`src/rtl/controlo_conversao.sv`:
```
// -----------------------------------------------------------------------------
// controlo_conversao
//
// Cash-register style accumulator with a cents-to-euros converter.
//
// While IDLE the block accepts one request per cycle, in priority order
// clear > add_valid > conv_req. Lower-priority requests that arrive in the
// same cycle are dropped, not queued:
//   clear     : zero the running total, both conversion results and the
//               overflow flag.
//   add_valid : add add_centimos to the running total. The total saturates at
//               9999 and sets the sticky overflow flag when it saturates.
//   conv_req  : split the total into whole euros and remaining cents. The
//               split is done by repeated subtraction of 100, one subtraction
//               per cycle, so a total of T takes floor(T/100) CONV cycles plus
//               one final CONV cycle that registers the results.
//
// Requests that arrive while busy (CONV or DONE) are ignored.
//
// Ports
//   clk           in   1  rising-edge clock
//   rst_n         in   1  synchronous active-low reset
//   add_valid     in   1  add request
//   add_centimos  in  10  price to add, in cents (0..1023)
//   conv_req      in   1  conversion request
//   clear         in   1  clear request
//   ready         out  1  state is IDLE; requests are accepted
//   busy          out  1  state is CONV or DONE
//   done          out  1  one-cycle pulse while the state is DONE
//   total         out 14  running total in cents (0..9999)
//   eurosinteiros out  7  whole euros of the last conversion (0..99)
//   eurosfracao   out  7  cents remainder of the last conversion (0..99)
//   overflow      out  1  sticky: the total has saturated
// -----------------------------------------------------------------------------
module controlo_conversao (
  input  logic       clk,
  input  logic       rst_n,
  input  logic       add_valid,
  input  logic [9:0] add_centimos,
  input  logic       conv_req,
  input  logic       clear,
  output logic       ready,
  output logic       busy,
  output logic       done,
  output logic [13:0] total,
  output logic [6:0] eurosinteiros,
  output logic [6:0] eurosfracao,
  output logic       overflow
);

  localparam logic [14:0] MAX_TOTAL = 15'd9999;
  localparam logic [13:0] CENTS_PER_EURO = 14'd100;

  typedef enum logic [1:0] {
    IDLE = 2'd0,
    CONV = 2'd1,
    DONE = 2'd2
  } state_t;

  state_t state;
  state_t state_next;

  // Conversion working registers.
  logic [13:0] remainder;
  logic [6:0]  quotient;

  // One bit wider than total so that the largest possible sum
  // (9999 + 1023 = 11022) is seen unsaturated for the overflow decision.
  logic [14:0] sum_raw;
  logic        sum_saturates;

  // Request decode: only one request acts per IDLE cycle.
  logic do_clear;
  logic do_add;
  logic do_conv;

  logic rem_below_euro;

  assign sum_raw        = {1'b0, total} + {5'b0, add_centimos};
  assign sum_saturates  = (sum_raw > MAX_TOTAL);
  assign rem_below_euro = (remainder < CENTS_PER_EURO);

  assign do_clear = (state == IDLE) && clear;
  assign do_add   = (state == IDLE) && !clear && add_valid;
  assign do_conv  = (state == IDLE) && !clear && !add_valid && conv_req;

  // ---------------------------------------------------------------------------
  // State register
  // ---------------------------------------------------------------------------
  // NOTE: sequential state uses non-blocking (<=) assignments so every
  // register samples the pre-edge values of the others, exactly like the
  // hardware flops; blocking (=) here would create ordering-dependent races.
  always_ff @(posedge clk) begin
    if (!rst_n) begin
      state <= IDLE;
    end else begin
      state <= state_next;
    end
  end

  // ---------------------------------------------------------------------------
  // Next-state logic
  // ---------------------------------------------------------------------------
  // NOTE: state_next is given a default before the case statement so every
  // path assigns it; a missing assignment on some path would infer a latch.
  always_comb begin
    state_next = state;
    unique case (state)
      IDLE: begin
        if (do_conv) begin
          state_next = CONV;
        end
      end
      CONV: begin
        if (rem_below_euro) begin
          state_next = DONE;
        end
      end
      DONE: begin
        state_next = IDLE;
      end
      default: begin
        state_next = IDLE;
      end
    endcase
  end

  // Status outputs are pure decodes of the state register, so they are
  // glitch-free relative to the clock and correct immediately after reset.
  assign ready = (state == IDLE);
  assign busy  = (state == CONV) || (state == DONE);
  assign done  = (state == DONE);

  // ---------------------------------------------------------------------------
  // Running total and overflow flag
  // ---------------------------------------------------------------------------
  // Only IDLE requests touch these; a conversion never modifies the total.
  always_ff @(posedge clk) begin
    if (!rst_n) begin
      total    <= '0;
      overflow <= 1'b0;
    end else if (do_clear) begin
      total    <= '0;
      overflow <= 1'b0;
    end else if (do_add) begin
      if (sum_saturates) begin
        total    <= MAX_TOTAL[13:0];
        overflow <= 1'b1;
      end else begin
        total    <= sum_raw[13:0];
      end
    end
  end

  // ---------------------------------------------------------------------------
  // Conversion datapath
  // ---------------------------------------------------------------------------
  // The working registers are reset as well so that an abandoned conversion
  // leaves no stale state behind.
  always_ff @(posedge clk) begin
    if (!rst_n) begin
      remainder <= '0;
      quotient  <= '0;
    end else if (do_conv) begin
      remainder <= total;
      quotient  <= '0;
    end else if ((state == CONV) && !rem_below_euro) begin
      remainder <= remainder - CENTS_PER_EURO;
      quotient  <= quotient + 7'd1;
    end
  end

  // ---------------------------------------------------------------------------
  // Conversion results
  // ---------------------------------------------------------------------------
  // Results change only on the final CONV cycle, on clear, or on reset, so
  // they hold the previous answer throughout a new conversion.
  always_ff @(posedge clk) begin
    if (!rst_n) begin
      eurosinteiros <= '0;
      eurosfracao   <= '0;
    end else if (do_clear) begin
      eurosinteiros <= '0;
      eurosfracao   <= '0;
    end else if ((state == CONV) && rem_below_euro) begin
      eurosinteiros <= quotient;
      // The remainder is below 100 here, so its low 7 bits hold all of it.
      eurosfracao   <= remainder[6:0];
    end
  end

endmodule
```
`config.mk`:
```
export PLATFORM = sky130hd
export DESIGN_NAME = controlo_conversao
export DESIGN_NICKNAME = d
export VERILOG_FILES = /design/src/rtl/controlo_conversao.sv
export SDC_FILE = /design/constraint.sdc
export NUM_CORES = 1
export LEC_CHECK = 0
export BUFFER_PORTS_ARGS = -buffer_cell sky130_fd_sc_hd__buf_2
export CORE_ASPECT_RATIO = 0.5
export CORE_UTILIZATION = 57
export CTS_BUF_LIST = sky130_fd_sc_hd__clkbuf_4 sky130_fd_sc_hd__clkbuf_8 sky130_fd_sc_hd__clkbuf_16
export CTS_CLUSTER_DIAMETER = 60
export CTS_CLUSTER_SIZE = 8
export DETAILED_ROUTE_END_ITERATION = 8
export GPL_TIMING_DRIVEN = 0
export HOLD_SLACK_MARGIN = 0.12
export PLACE_DENSITY = 0.8
export SYNTH_ARGS = -nofsm -noshare
export SYNTH_HDL_FRONTEND = slang
export SYNTH_SLANG_ARGS = --single-unit
```
`constraint.sdc`:
```
create_clock -name clk -period 4 [get_ports clk]
set_input_delay 0.2 -clock clk [delete_from_list [all_inputs] [get_ports clk]]
set_output_delay 0.2 -clock clk [all_outputs]
set_load 0.02 [all_outputs]
```
==> summary.md, run 1 <==
| Metric | Value |
|---|---|
| Status | complete, no violations |
| DR iter-0 viols | 122 |
| Overall routing resource usage | 25.8% |
| PortBufs | between 40 and 50 |
| RSZ-0062 raised after global routing | false |
| Htree depth | 2 |
| Vias in the first global route | about 2500 |
| Average via count per standard cell | 5.92 |
| DP HPWL | 5570 um |
| Nets | 449 |
| Synth area leaders | dfxtp_1 (34%), ha_1 (6.2%), nor2_1 (4.8%) |
| Share of post-route cells with drive strength above 1 | 17.9% |
| CTS Hold Bufs | 0 |
| Number of remaining DRC errors | 0 |
| FP Rows | 18 |
| Reg2Reg Depth | 11 |
| Grt total ovfl | 0 |
| Crit-path max FO | 7 |
| TritonCTS Buffers | 5 |
| CP delay by family, top | simple AND/OR/NAND/NOR gates |
| Routed WL | 7210 um |
| Primary FF master, synth | dfxtp_1 |
| Mapped Nets | 396 |
| Crit-path cells | ha_1 > inv_1 > fa_1 > xor2_1 > nor4b_1 > mux2_2 > or4b_1 > and3_1 > nor4_4 > nor3_2 > a31oi_1 |
| YS warnings | 0 |
| Worst path max stage delay | about 0.49 ns |
| Post-route ant nets | 0 |
| WS Path Type | register to register |
| Vias | 2894 |
| Clock transition at path regs | 0.09 ns |
| Minimum clock period | 3.32 ns |
| Fmax | 0.301 GHz |
| Number of max-cap violations | 0 |
| Initial antenna violation count | 0 |
| Worst path bufs/invs | 1 |
| P_leak | 1.43 nW |
| Largest net degree at the start of global routing | 15 |
| Cell Area, Synth | 3050 um^2 |
| Clock root cell | clkbuf_8 |
| Post_cts resized | 0 |
| DR pass1 iterations | 5 |
| Skew-Pair Late Insertion Delay | around 0.31 ns |
| FFs w/ async S/R, synth | 0% |
| Worst VDD drop | 0.000187 V |
| Average size of a mapped cell | 8.35 um^2 |
| Number of synthesized flops with an enable pin | 0 |
| Min-Delay Path Depth | 2 |
| Setup bufs post-CTS | 0 |
| Least-Margin Pin Slew | 0.539 ns |
| Antenna diode count | 0 |
| Clock tree sinks | 52 |
| Syn Inst Count | around 370 |
| WP data arrival | around 3.6 ns |
| Most frequent cells in the layout | dfxtp_1 (52), buf_2 (47), nor2_1 (39) |
| Initial core utilization | 60.7% |
| Top-area cell type share of the netlist area | 34.2% |
| Startpoint types | register |
| WP depth | 11 |
| Largest area contributor in the netlist | dfxtp_1 |
| Clk buf depth | 2 |
| Slowest cell on the critical path | nor4_4 |
| Min-Delay Path Class | primary input to register |
| Clk_skew | 0.0108 ns |
| Crit share post-route | between 80% and 90% |
| Final Max Slew Viols | 0 |
| Unique masters post-synth | 59 |
| X dimension of the die | approximately 110 um |
| Worst Path Required | 4.23 ns |
| Filler cells | 410 |
| Relative slew slack | ~64% |
| First-pass GRT wire length | 11400 um |
| Power per cell area | 350 nW/um^2 |
| Placed cells | 481 |
| #FFs+latches synth | 52 |
| Die area | between 5000 and 6000 um^2 |
| CTS tree | built |
| Setup crit end kind | register |
| Final Hold Fails | 0 |
| Routability cong. | ~0.90 |
| Register area share after synthesis | 34.2% |
| Setup TNS | 0 ns |
| Most common cell after layout, fill and taps aside | dfxtp_1 |
| Area Overhead vs Synth | 13.6% |
| Top-level I/O count | 47 |
| Routed len/inst | 14.7 um |
| DIE HEIGHT | 53.7 um |
| Final cell count without fillers | 489 |
| Core box area | 5020 um^2 |
| Setup violators final | 0 |
-- cell families (layout without fill, tap and decap cells) --
logic type	count (synthesis)	after routing	share of synthesized area [%]
adders and majority gates	16	16	6.82
muxes	10	10	3.33
AOI/OAI and AO/OA	96	96	21.7
xor gates and xnor gates	19	19	5.46
buffers and inverters	30	84	4.07
DFF	52	52	34.2
and+or+nand+nor	142	142	24.4
-- state kept, by name, indices dropped and copies added (netlist names) --
name	cells
eurosfracao	7
remainder	14
state	2
overflow	1
total	14
eurosinteiros	7
quotient	7
-- synth_stat cells, drive strengths merged (10+ instances only) --
library cell and n:
nand2 34, xor2 10, o21ai 18, ha 15, nand3 17, a21oi 28, a211oi 15, nor2 39
clkbuf 12, inv 14, dfxtp 52
-- layout make-up --
cell class	instances	area, um^2	share of cell area (%)
buffer	16	71.3	2.06
multi-input combinational	283	1880	54.4
sequential	52	1040	30.1
timing repair buffer	46	230	6.65
clock buffer	8	97.6	2.82
tap	70	87.6	2.53
inverter	14	52.6	1.52
-- metal layers --
layer / routed length, um / global-route usage, % / vias up
met5: 0 / 0 / -
met4: 67 / 7.98 / 0
met3: 416 / 4.24 / 9
met2: 3220 / 44.1 / 99
met1: 3500 / 34.3 / 1352
li1: - / - / 1434
-- per-stage QoR --
step / instance area, um^2 / setup WS, ns / power [mW] / utilization (%) / hold slack (ns)
finish: 3460 / 0.676 / 1.21 / 68.9 / 0.160
global route: 3460 / 0.430 / 1.27 / 68.9 / 0.166
CTS: 3460 / 0.727 / 1.21 / 68.9 / 0.164
detailed placement: 3360 / 0.750 / 0.899 / 67.0 / 0.446
global placement: 3360 / 0.807 / 0.888 / 67.0 / 0.441
floorplan: 3050 / 0.878 / 0.820 / - / 0.347
-- path summary, 6_finish.rpt --
check / slack, ns / to / from
worst max-delay path: 0.68 / total[0] / total[0]
worst max register to register: 0.68 / total[0] / total[0]
worst min-delay path: 0.16 / state[0] / rst_n
worst min register to register: 0.45 / overflow / overflow
-- power by group --
part | leakage (nW) | total, mW | switching [mW] | internal (mW)
clock network | 0.0523 | 0.317 | 0.162 | 0.155
logic | 0.958 | 0.323 | 0.206 | 0.117
registers | 0.421 | 0.570 | 0.0271 | 0.543
total | 1.43 | 1.21 | 0.396 | 0.815
No activity file was read; power rests on OpenSTA's default activity.
==> run 2, diff against run 1 <==
--- a/config.mk
+++ b/config.mk
@@ -5,6 +5,7 @@
 export SDC_FILE = /design/constraint.sdc
 export NUM_CORES = 1
 export LEC_CHECK = 0
+export ABC_AREA = 1
 export BUFFER_PORTS_ARGS = -buffer_cell sky130_fd_sc_hd__buf_2
 export CORE_ASPECT_RATIO = 0.5
 export CORE_UTILIZATION = 57
==> constraint.sdc (replaced) <==
create_clock -name clk -period 3.19 [get_ports clk]
set_input_delay 0.1595 -clock clk [delete_from_list [all_inputs] [get_ports clk]]
set_output_delay 0.1595 -clock clk [all_outputs]
set_load 0.02 [all_outputs]
==> run 2 against run 1 <==
Setup slack improved by 0.036 ns. Critical endpoint is now total[7]. Sequential share of layout area fell by 0.79 points. Largest power group is now combinational cells. Final area rose by 2.7%. Via count rose by 7.5%. Global-route usage rose by 1.1 points. Maximum frequency rose by 34%. Clock power rose by 14%. Power rose by 85%. Combinational power rose to 3.2 times the previous value. Non-clock buffer count fell by 6. Highest routed layer unchanged. Synthesized area rose by 3.6%.
==> summary.md, run 2 <==
| Metric | Value |
|---|---|
| Status | complete, no violations |
| Core box area | 5110 um^2 (+1.8%) |
| Initial antenna violation count | 0 (unchanged) |
| Adder-Cell Fraction of Synth Area | 6.58% (-0.24 points) |
| Clock network fraction of total power | 16.1% (-10 points) |
| Register area share after synthesis | 33.0% (-1.2 points) |
| DP HPWL | 5760 um (+3.4%) |
| Antenna diode count | 0 (unchanged) |
| Average via count per standard cell | 5.16 (-13%) |
| Final Hold Fails | 0 (unchanged) |
| Unique masters post-synth | 30 (-49%) |
| Cell Area, Synth | 3160 um^2 (+3.6%) |
| Hold path startpoint | rst_n |
| YS warnings | 0 (unchanged) |
| Final non-filler cell area | 3560 um^2 (+2.7%) |
| Average size of a mapped cell | 6.58 um^2 (-21%) |
| CTS Hold Bufs | 0 (unchanged) |
| FFs w/ async S/R, synth | 0% (unchanged) |
| DIE HEIGHT | 54.6 um (+1.7%) |
| Vias | 3111 (+7.5%) |
| Worst VDD drop | 0.000425 V (+130%) |
| WP data arrival | 2.71 ns (-0.85 ns) |
| Number of max-cap violations | 0 (unchanged) |
| R2R setup slack | 0.71 ns (+0.04 ns) |
| Post-route ant nets | 0 (unchanged) |
| RSZ-0062 raised after global routing | false |
| Fmax | 0.404 GHz (+34%) |
| WS Path Type | register to register |
| Most common cell after layout, fill and taps aside | nand2_1 |
| Power per cell area | 631 nW/um^2 (+80%) |
| Overall routing resource usage | 26.9% (+1.1 points) |
| Min-Delay Path Depth | 3 (+1) |
| Filler cells | 490 (+20%) |
| Largest family of logic cells by synthesized area | simple AND/OR/NAND/NOR gates |
| Post-synth top cells | nand2_1 (126), inv_1 (56), dfxtp_1 (52), nor2_1 (52), a21oi_1 (40) |
| Reg-to-Reg Start | total[0] |
| Number of remaining DRC errors | 0 (unchanged) |
| Startpoint types | register |
| Mux contribution to synthesized area | 0% (-3.3 points) |
| Top flop regs | remainder (14), total (14) |
| Share of post-route cells with drive strength above 1 | 16.9% (-1.0 points) |
| FP Rows | 18 (unchanged) |
| Top-level I/O count | 47 (unchanged) |
| Most frequent cells in the layout | nand2_1 (126), inv_1 (56), nor2_1 (52), dfxtp_1 (52), buf_2 (46) |
| Int Pwr | 1.27 mW (+56%) |
| CTS tree | built |
| First-pass GRT wire length | 12000 um (+5.1%) |
| PortBufs | 46 (unchanged) |
| Die area | 5860 um^2 (+3.5%) |
| Crit-path max FO | 10 (+3) |
| Synth Area in Compound Gates | 15.1% (-6.6 points) |
| Xor and xnor fraction of the mapped netlist area | 2.77% (-2.7 points) |
| Post_cts resized | 0 (unchanged) |
| Largest net degree at the start of global routing | 15 (unchanged) |
| Synth Area in Simple Gates | 33.4% (+8.9 points) |
| Clock tree sinks | 52 (unchanged) |
| Final Max Slew Viols | 0 (unchanged) |
| Clock transition at path regs | 0.09 ns (about the same) |
| Worst Path Required | 3.42 ns (-0.81 ns) |
| Crit share post-route | 77.7% (-5.4 points) |
| Top-area cell type share of the netlist area | 33.0% (-1.2 points) |
| Least-Margin Pin Slew | 0.480 ns (-0.0592 ns) |
| Synth area leaders | dfxtp_1 (33%), nand2_1 (15%), inv_1 (6.7%) |
| Top-count cell post-synth | nand2_1 |
| Reg2Reg Depth | 17 (+6) |
| Clock root cell | clkbuf_8 |
| Mapped Nets | 511 (+29%) |
| Seq pwr share | 37.8% (-9.3 points) |
| DR pass1 iterations | 4 (-1) |
| Initial core utilization | 61.7% (+1.1 points) |
| TritonCTS Buffers | 5 (unchanged) |
| P_leak | 1.69 nW (+18%) |
| Grt total ovfl | 0 (unchanged) |
| Setup bufs post-CTS | 0 (unchanged) |
| DR iter-0 viols | 165 (+35%) |
| Skew-Pair Late Insertion Delay | 0.30 ns (about the same) |
| Min-Delay Path Class | primary input to register |
| Clk buf depth | 2 (unchanged) |
| Nets | 564 (+26%) |
| Sw Share | 43.4% (+11 points) |
| Routed WL | 7220 um (+0.15%) |
| Vias in the first global route | 2610 (+3.4%) |
| Clk_skew | 0.00349 ns (-0.00734 ns) |
| Area Overhead vs Synth | 12.6% |
| Number of synthesized flops with an enable pin | 0 (unchanged) |
| Largest area contributor in the netlist | dfxtp_1 |
| Post-DP Area | 3470 um^2 (+3.3%) |
| Routability cong. | 0.876 (-3.0%) |
| Comb pwr share | 46.2% (+20 points) |
| Hold Path Sink | state[0] |
| Setup violators final | 0 (unchanged) |
| Minimum clock period | 2.48 ns (-0.846 ns) |
| #FFs+latches synth | 52 (unchanged) |
| Worst r2r dst | total[7] |
| Setup crit end kind | register |
| Htree depth | 2 (unchanged) |
| Relative slew slack | 68.0% (+4.2 points) |
| Setup TNS | 0 ns (unchanged) |
| Psw | 0.974 mW (+150%) |
| Syn Inst Count | 480 (+32%) |
| Primary FF master, synth | dfxtp_1 |
| X dimension of the die | 107 um (+1.8%) |
| Routed len/inst | 12.0 um (-19%) |
[run 2: layer usage]
metal	wire length [um]	global-route usage [%]	up-vias	share of wire, %
li1	-	-	1638	-
met4	41	4.57	0	0.57
met3	398	4.52	5	5.5
met1	3580	36.1	1394	50
met2	3200	46.9	74	44
met5	0	0	-	0
[run 2: area by class of cell]
type | instances | area (um^2) | area share [%]
multi-input cells | 354 | 1830 | 51.4
clock buffers | 6 | 76.3 | 2.15
inverters | 64 | 240 | 6.76
well taps | 70 | 87.6 | 2.46
flip-flops and latches | 52 | 1040 | 29.3
repair buffers | 46 | 230 | 6.47
clock inverters | 1 | 5.00 | 0.141
plain buffers | 10 | 48.8 | 1.37
[run 2: how the worst max path moves through the flow]
stage | depth (start not counted) | end | start
detailed placement | 17 | total[5] | total[0]
floorplan | 17 | total[5] | total[0]
global placement | 17 | total[5] | total[0]
finish | 17 | total[7] | total[0]
CTS | 17 | total[5] | total[0]
global route | 20 | total[5] | total[0]
[run 2: power groups by stage]
stage | clock network (mW) | registers [mW] | logic [mW]
2_1_floorplan | 0 | 0.917 | 0.716
3_3_place_gp | 0 | 0.858 | 1.01
6_report | 0.361 | 0.847 | 1.04
3_5_place_dp | 0 | 0.861 | 1.03
4_1_cts | 0.365 | 0.846 | 1.04
5_1_grt | 0.393 | 0.862 | 1.19
[run 2: logic make-up (layout without fill, tap and decap cells)]
logic type / count (synthesis) / count (layout)
simple gates: 242 / 242
xor+xnor: 10 / 10
compound gates: 86 / 86
flops: 52 / 52
fa+ha+maj: 16 / 16
buf+inv: 74 / 127
[run 2: worst max-delay path, stage by stage (launching register included)]
cell and delay (ns):
dfxtp_1 0.37, ha_1 0.19, inv_1 0.06, fa_1 0.40
inv_2 0.09, nand2_1 0.09, nand2_1 0.07, nand3_1 0.08
nand3_1 0.11, and2_1 0.14, nor3b_2 0.15, nand2_1 0.09
nor2_2 0.10, nand2_2 0.08, nand2_4 0.09, buf_8 0.14
nand2_1 0.06, a21oi_1 0.11
[run 2: stage by stage]
step | setup slack [ns] | std cells | util (%) | power (mW) | hold slack (ns)
floorplan | 0.818 | 480 | - | 1.63 | 0.295
global placement | 0.771 | 596 | 68.0 | 1.87 | 0.439
detailed placement | 0.755 | 596 | 68.0 | 1.89 | 0.446
CTS | 0.726 | 603 | 69.6 | 2.25 | 0.144
global route | 0.464 | 603 | 69.6 | 2.44 | 0.159
finish | 0.712 | 603 | 69.6 | 2.24 | 0.154
